[src/rtl/isa_pkg.sv]
// isa_pkg: opcode constants, instruction field positions, format and error
// encodings, and FSM state type shared by the instruction encoder.
package isa_pkg;

    // Opcodes of the target ISA (5-bit, bits [31:27] of every word)
    localparam logic [4:0] OP_RTYPE = 5'b00000;
    localparam logic [4:0] OP_J     = 5'b00001;
    localparam logic [4:0] OP_BNE   = 5'b00010;
    localparam logic [4:0] OP_JAL   = 5'b00011;
    localparam logic [4:0] OP_JR    = 5'b00100;
    localparam logic [4:0] OP_ADDI  = 5'b00101;
    localparam logic [4:0] OP_BLT   = 5'b00110;
    localparam logic [4:0] OP_SW    = 5'b00111;
    localparam logic [4:0] OP_LW    = 5'b01000;
    localparam logic [4:0] OP_SETX  = 5'b10101;
    localparam logic [4:0] OP_BEX   = 5'b10110;

    // Field LSB positions and widths inside a 32-bit instruction word
    localparam int REG_W     = 5;
    localparam int OP_LSB    = 27;
    localparam int RD_LSB    = 22;
    localparam int RS_LSB    = 17;
    localparam int RT_LSB    = 12;
    localparam int SHAMT_LSB = 7;
    localparam int ALUOP_LSB = 2;
    localparam int IMM_W     = 17;
    localparam int TGT_W     = 27;

    // Instruction formats; FMT_BAD marks an opcode outside the ISA
    typedef enum logic [2:0] {
        FMT_R   = 3'd0,
        FMT_I   = 3'd1,
        FMT_JI  = 3'd2,
        FMT_JII = 3'd3,
        FMT_BAD = 3'd4
    } fmt_e;

    // Error codes reported on err_code (first error since start wins)
    localparam logic [1:0] ERR_NONE   = 2'b00;
    localparam logic [1:0] ERR_OPCODE = 2'b01;
    localparam logic [1:0] ERR_IMM    = 2'b10;
    localparam logic [1:0] ERR_TARGET = 2'b11;

    // Loader FSM states; the encoding is visible on the state_dbg port
    typedef enum logic [1:0] {
        ST_IDLE = 2'd0,
        ST_LOAD = 2'd1,
        ST_DONE = 2'd2
    } state_e;

    // Map an opcode onto its instruction format
    function automatic fmt_e opcode_format(input logic [4:0] op);
        fmt_e f;
        case (op)
            OP_RTYPE:                               f = FMT_R;
            OP_ADDI, OP_SW, OP_LW, OP_BNE, OP_BLT:  f = FMT_I;
            OP_J, OP_JAL, OP_BEX, OP_SETX:          f = FMT_JI;
            OP_JR:                                  f = FMT_JII;
            default:                                f = FMT_BAD;
        endcase
        return f;
    endfunction

endpackage

[src/rtl/imm_narrow.sv]
// imm_narrow: narrows a 32-bit two's complement immediate to the 17-bit
// instruction field. It is the inverse of the processor's sign-extender:
// fits is high when sign-extending the narrowed value reproduces the input.
module imm_narrow
    import isa_pkg::*;
(
    input  logic [31:0]      value,
    output logic [IMM_W-1:0] narrow,
    output logic             fits
);

    // The low bits pass straight through; the discarded upper bits must all
    // equal the new sign bit for the value to be representable.
    assign narrow = value[IMM_W-1:0];
    assign fits   = (value[31:IMM_W-1] == {(32-IMM_W+1){value[IMM_W-1]}});

endmodule

[src/rtl/instr_encoder.sv]
// instr_encoder: packs decoded instruction fields into 32-bit ISA words and
// writes them sequentially into instruction memory through one write port.
//
// Optional feature macro: ENC_RANGE_CHECK_EN. When defined, immediates that
// do not fit 17 signed bits and jump targets above 27 bits are flagged as
// errors and not written. When undefined they are truncated and written.
//
// Handshake: a bundle transfers on a rising clock edge where in_valid and
// in_ready are both high; in_ready never depends on in_valid, and in_valid
// without in_ready leaves the bundle untaken (the source must hold it).
// A start pulse overrides everything in its cycle, including a transfer.
module instr_encoder
    import isa_pkg::*;
#(
    parameter int ADDR_W = 12
) (
    input  logic              clock,
    input  logic              reset_n,
    input  logic              start,
    input  logic              load_end,
    input  logic              in_valid,
    output logic              in_ready,
    input  logic [4:0]        in_opcode,
    input  logic [4:0]        in_rd,
    input  logic [4:0]        in_rs,
    input  logic [4:0]        in_rt,
    input  logic [4:0]        in_shamt,
    input  logic [4:0]        in_aluop,
    input  logic [31:0]       in_imm,
    input  logic [31:0]       in_target,
    output logic              imem_we,
    output logic [ADDR_W-1:0] imem_addr,
    output logic [31:0]       imem_data,
    output logic [ADDR_W:0]   word_cnt,
    output logic              busy,
    output logic              done,
    output logic              err,
    output logic [1:0]        err_code,
    output logic [1:0]        state_dbg
);

    localparam int CNT_W = ADDR_W + 1;
    // One extra bit so count + pending can never overflow the compare
    localparam logic [CNT_W:0]   DEPTH_EXT = (CNT_W + 1)'(2 ** ADDR_W);
    localparam logic [CNT_W-1:0] LAST_CNT  = CNT_W'((2 ** ADDR_W) - 1);

    state_e            state;
    state_e            next_state;
    logic              pend;
    logic [ADDR_W-1:0] addr;
    logic [CNT_W-1:0]  cnt;
    logic [31:0]       data;
    logic              err_q;
    logic [1:0]        err_code_q;

    fmt_e              fmt;
    logic [31:0]       enc_word;
    logic [1:0]        enc_err;
    logic [IMM_W-1:0]  imm_field;
    logic              imm_fits;
    logic              imm_ok;
    logic              tgt_ok;
    logic              accept;
    logic              last_write;
    logic [CNT_W:0]    fill;

    // ------------------------------------------------------------------
    // Field legality
    // ------------------------------------------------------------------
    imm_narrow u_imm_narrow (
        .value  (in_imm),
        .narrow (imm_field),
        .fits   (imm_fits)
    );

`ifdef ENC_RANGE_CHECK_EN
    assign imm_ok = imm_fits;
    assign tgt_ok = (in_target[31:TGT_W] == '0);
`else
    // Range errors are disabled; over-range values are simply truncated
    logic unused_range;
    assign unused_range = ^{imm_fits, in_target[31:TGT_W]};
    assign imm_ok = 1'b1;
    assign tgt_ok = 1'b1;
`endif

    // Pack the fields for the opcode's format and classify legality
    always_comb begin
        fmt      = opcode_format(in_opcode);
        enc_word = '0;
        enc_err  = ERR_NONE;
        enc_word[OP_LSB +: REG_W] = in_opcode;
        case (fmt)
            FMT_R: begin
                enc_word[RD_LSB    +: REG_W] = in_rd;
                enc_word[RS_LSB    +: REG_W] = in_rs;
                enc_word[RT_LSB    +: REG_W] = in_rt;
                enc_word[SHAMT_LSB +: REG_W] = in_shamt;
                enc_word[ALUOP_LSB +: REG_W] = in_aluop;
            end
            FMT_I: begin
                enc_word[RD_LSB +: REG_W] = in_rd;
                enc_word[RS_LSB +: REG_W] = in_rs;
                enc_word[IMM_W-1:0]       = imm_field;
                if (!imm_ok) begin
                    enc_err = ERR_IMM;
                end
            end
            FMT_JI: begin
                enc_word[TGT_W-1:0] = in_target[TGT_W-1:0];
                if (!tgt_ok) begin
                    enc_err = ERR_TARGET;
                end
            end
            FMT_JII: begin
                enc_word[RD_LSB +: REG_W] = in_rd;
            end
            default: begin
                enc_err = ERR_OPCODE;
            end
        endcase
    end

    // ------------------------------------------------------------------
    // Loader FSM
    // ------------------------------------------------------------------
    assign fill       = {1'b0, cnt} + {{CNT_W{1'b0}}, pend};
    assign last_write = pend && (cnt == LAST_CNT);
    assign accept     = in_valid && in_ready;

    // State register
    always_ff @(posedge clock or negedge reset_n) begin
        if (!reset_n) begin
            state <= ST_IDLE;
        end else begin
            state <= next_state;
        end
    end

    // Next state: start always re-arms; LOAD ends on load_end or when full.
    // A write pending alongside load_end completes on that same edge.
    always_comb begin
        next_state = state;
        if (start) begin
            next_state = ST_LOAD;
        end else begin
            case (state)
                ST_IDLE: next_state = ST_IDLE;
                ST_LOAD: begin
                    if (load_end || last_write) begin
                        next_state = ST_DONE;
                    end
                end
                ST_DONE: next_state = ST_DONE;
                default: next_state = ST_IDLE;
            endcase
        end
    end

    // FSM outputs: ready, busy, done and the state debug view
    always_comb begin
        in_ready  = (state == ST_LOAD) && !load_end && (fill < DEPTH_EXT);
        busy      = (state == ST_LOAD) || pend;
        done      = (state == ST_DONE);
        state_dbg = state;
    end

    // ------------------------------------------------------------------
    // Output stage, address/count and sticky error
    // ------------------------------------------------------------------
    // A legal accepted word is registered and written the following cycle;
    // the address and count advance as that write cycle ends.
    always_ff @(posedge clock or negedge reset_n) begin
        if (!reset_n) begin
            pend       <= 1'b0;
            addr       <= '0;
            cnt        <= '0;
            data       <= '0;
            err_q      <= 1'b0;
            err_code_q <= ERR_NONE;
        end else if (start) begin
            pend       <= 1'b0;
            addr       <= '0;
            cnt        <= '0;
            err_q      <= 1'b0;
            err_code_q <= ERR_NONE;
        end else begin
            if (pend) begin
                addr <= addr + 1'b1;
                cnt  <= cnt + 1'b1;
            end
            pend <= accept && (enc_err == ERR_NONE);
            if (accept && (enc_err == ERR_NONE)) begin
                data <= enc_word;
            end
            if (accept && (enc_err != ERR_NONE)) begin
                err_q <= 1'b1;
                if (!err_q) begin
                    err_code_q <= enc_err;
                end
            end
        end
    end

    assign imem_we   = pend;
    assign imem_addr = addr;
    assign imem_data = data;
    assign word_cnt  = cnt;
    assign err       = err_q;
    assign err_code  = err_code_q;

endmodule

[config.mk]
export PLATFORM = sky130hd
export DESIGN_NAME = instr_encoder
export DESIGN_NICKNAME = d
export VERILOG_FILES = /design/src/rtl/isa_pkg.sv /design/src/rtl/imm_narrow.sv /design/src/rtl/instr_encoder.sv
export SDC_FILE = /design/constraint.sdc
export NUM_CORES = 1
export LEC_CHECK = 0
export ABC_AREA = 1
export ABC_CLOCK_PERIOD_IN_PS = 3450
export BUFFER_PORTS_ARGS = -buffer_cell sky130_fd_sc_hd__buf_4
export CAP_MARGIN = 25
export CORE_MARGIN = 4
export CORE_UTILIZATION = 40
export CTS_CLUSTER_DIAMETER = 80
export DETAILED_ROUTE_END_ITERATION = 12
export GPL_TIMING_DRIVEN = 0
export PLACE_DENSITY_LB_ADDON = 0.08
export SYNTH_ARGS = -nofsm -noshare
export SYNTH_HDL_FRONTEND = slang
export SYNTH_HIERARCHICAL = 1
export SYNTH_SLANG_ARGS = --single-unit
[constraint.sdc]
create_clock -name clock -period 3.45 [get_ports clock]
set_input_delay 0.345 -clock clock [delete_from_list [all_inputs] [get_ports clock]]
set_output_delay 0.345 -clock clock [all_outputs]
set_load 0.03 [all_outputs]
==> results.cfg <==
[yosys]
ys_warn_count = 6
syn-cell-area_um2 = 3730
postSynthCellCount = 492
synth_nets = 597
avgSynthCellArea_um2 = 7.57

[clock_network]
cts_tree = yes
cts_made_buffers = 9
h-tree-depth = 3
cts_max_path_buffers = 2
cts_hold_buffers = 0
cts.sinks = 62
clkSlewWorstSetupHoldPaths_ps = 70
ctsResizeCount = 0
worstSkewPairLatency_ps = 330
root_buffer = clkbuf_8
postCtsSetupRepairBufs = 0

[setup_path]
crit_required_ps = 3110
cp_data_arrival_time_ps = 1840
critPathSlowestCell = dfrtp_1
r2r_start = state_dbg[1]
cp.buffers_inverters = 5
cp_cell_sequence = inv_1, ha_1, inv_1, nor2_1, inv_1, nor2_2, nand3_4, inv_1, buf_4
reg2reg_depth = 12
startpoint_type = flip-flop
critPathLaunch = state_dbg[1]
end_kind = output port
crit_top_cell = inv_1
r2r_slack_ps = 1560
crit_path_end = in_ready
cpPeakStageDelay_ps = 400
worstSetupPathType = flip-flop to output port
r2r-end = imem_data[16]
cpLargestDelayFamily = simple AND/OR/NAND/NOR gates
path_depth = 9
cp_max_fo = 3

[placed_design]
gp_congestion = 0.784
dp_hpwl_um = 7690
io_buffers = 126

[drt]
detail-route-antenna-nets = 0
drt_iter0_markers = 92
routed_via_density = 4.75
dr.pass1.iters = 4
vias = 3528
wl_per_cell_um = 13.1
drc = 0
wl_um = 9750

[pwr]
leakage_uw = 0.00270
power_density_nw_per_um2 = 431
ir_worst_vdd_mv = 0.227

[finish]
antennaDiodeCount = 0
nets = 734
area_growth_pct = 34.6
drive_above_1_share_pct = 34.5

[global_routing]
track_usage_pct = 18.6
grt_antenna_before_repair = 0
grt_max_degree = 63
grt_overflow_total = 0
grt_pass1_vias = 3542
grt_pass1_wl_um = 16800

[die]
core_area_um2 = 8890
fp.dieArea_um2 = 10900
die_x_um = 105
start_util_pct = 41.9
rows = 34
ioPinCount = 165
fp.dieH_um = 105

[outcome]
status = finished, final reports clean

[run]
cap_viol_max_count = 0

[min_path]
hold_class = input port to async pin

[sta]
holdWs_ps = 87.7
slew_violations = 0
rsz0062_at_grt = no
worst_pin_slew_ps = 801
relSlewSlack_pct = 46.6
skew_ps = 9.35
final-hold-violation-count = 0
max_freq_mhz = 458
post-route-min-period_ps = 2180
finalCritPeriodShare_pct = 63.2
fin_setup_tns_ps = 0
setup_viol = 0
## worst reg2reg max path, stage by stage (launching register included)
cell and delay (ps):
dfrtp_1 400, inv_1 80, ha_1 130, inv_1 40, nor2_1 200, inv_1 90
nor2_2 220, nand3_4 110, nor2_4 140, nand2_4 100, buf_8 160, nand2_2 50
nand2_1 50
## routing by layer
metal  track usage (%)  share of wire [%]  vias up
li1                  -                  -     1801
met1              22.4                 41     1631
met2              31.7                 50       92
met3              6.15                8.2        4
met4              5.41               0.74        0
met5                 0                  0        -
## how the worst min path moves through the flow
stage                      start      endpoint  cells past startpoint
finish                   reset_n   word_cnt[6]                      1
global route             reset_n   word_cnt[6]                      1
CTS                      reset_n   word_cnt[5]                      1
detailed placement  imem_data[7]  imem_data[7]                      2
global placement    imem_data[2]  imem_data[2]                      2
floorplan                reset_n           err                      0
## power by group
part / switching, uW / internal (uW)
clock network: 294 / 372
registers: 58.7 / 811
logic: 378 / 246
## registers in the layout, indices dropped and copies added, names as in the netlist
| register | flops |
|---|---|
| err | 1 |
| imem_data | 32 |
| state_dbg | 2 |
| word_cnt | 13 |
| err_code | 1 |
| imem_we | 1 |
| imem_addr | 12 |
## area by class of cell
| cell class | count | area (um2) |
|---|---|---|
| fillers | 888 | 3870 |
| flip-flops and latches | 62 | 1550 |
| multi-input cells | 359 | 1750 |
| clock buffers | 11 | 151 |
| clock inverters | 5 | 57.6 |
| well taps | 108 | 135 |
| plain buffers | 33 | 279 |
| inverters | 38 | 145 |
| repair buffers | 126 | 946 |
## metrics by stage
stage	cell area [um2]	std cells	worst slack, ps	utilization, %	power [uW]
3_5_place_dp	4810	726	1510	54.1	1520
2_1_floorplan	3730	492	1640	-	1240
4_1_cts	5020	742	1230	56.4	2190
6_report	5020	742	1270	56.4	2160
5_1_grt	5020	742	1120	56.4	2280
3_3_place_gp	4810	726	1550	54.1	1510
## cells in the final DEF, fill, tap and decap left out, types with 2 or more instances in the layout
| cell | count |
|---|---|
| clkbuf_1 | 4 |
| dfrtp_1 | 62 |
| nor2_4 | 5 |
| nor2_1 | 27 |
| nand4_1 | 3 |
| clkinvlp_4 | 3 |
| clkbuf_8 | 11 |
| nand2_1 | 187 |
| nand2_2 | 28 |
| nand3_2 | 2 |
| nand3_4 | 2 |
| nand2_4 | 2 |
| ha_1 | 6 |
| buf_6 | 7 |
| nor3b_1 | 2 |
| nor3_1 | 7 |
| a21oi_1 | 19 |
| inv_1 | 34 |
| o21ai_0 | 17 |
| nand3_1 | 37 |
| nor2_2 | 3 |
| buf_4 | 146 |
| inv_2 | 2 |
Power figures use the tool's default switching activity.
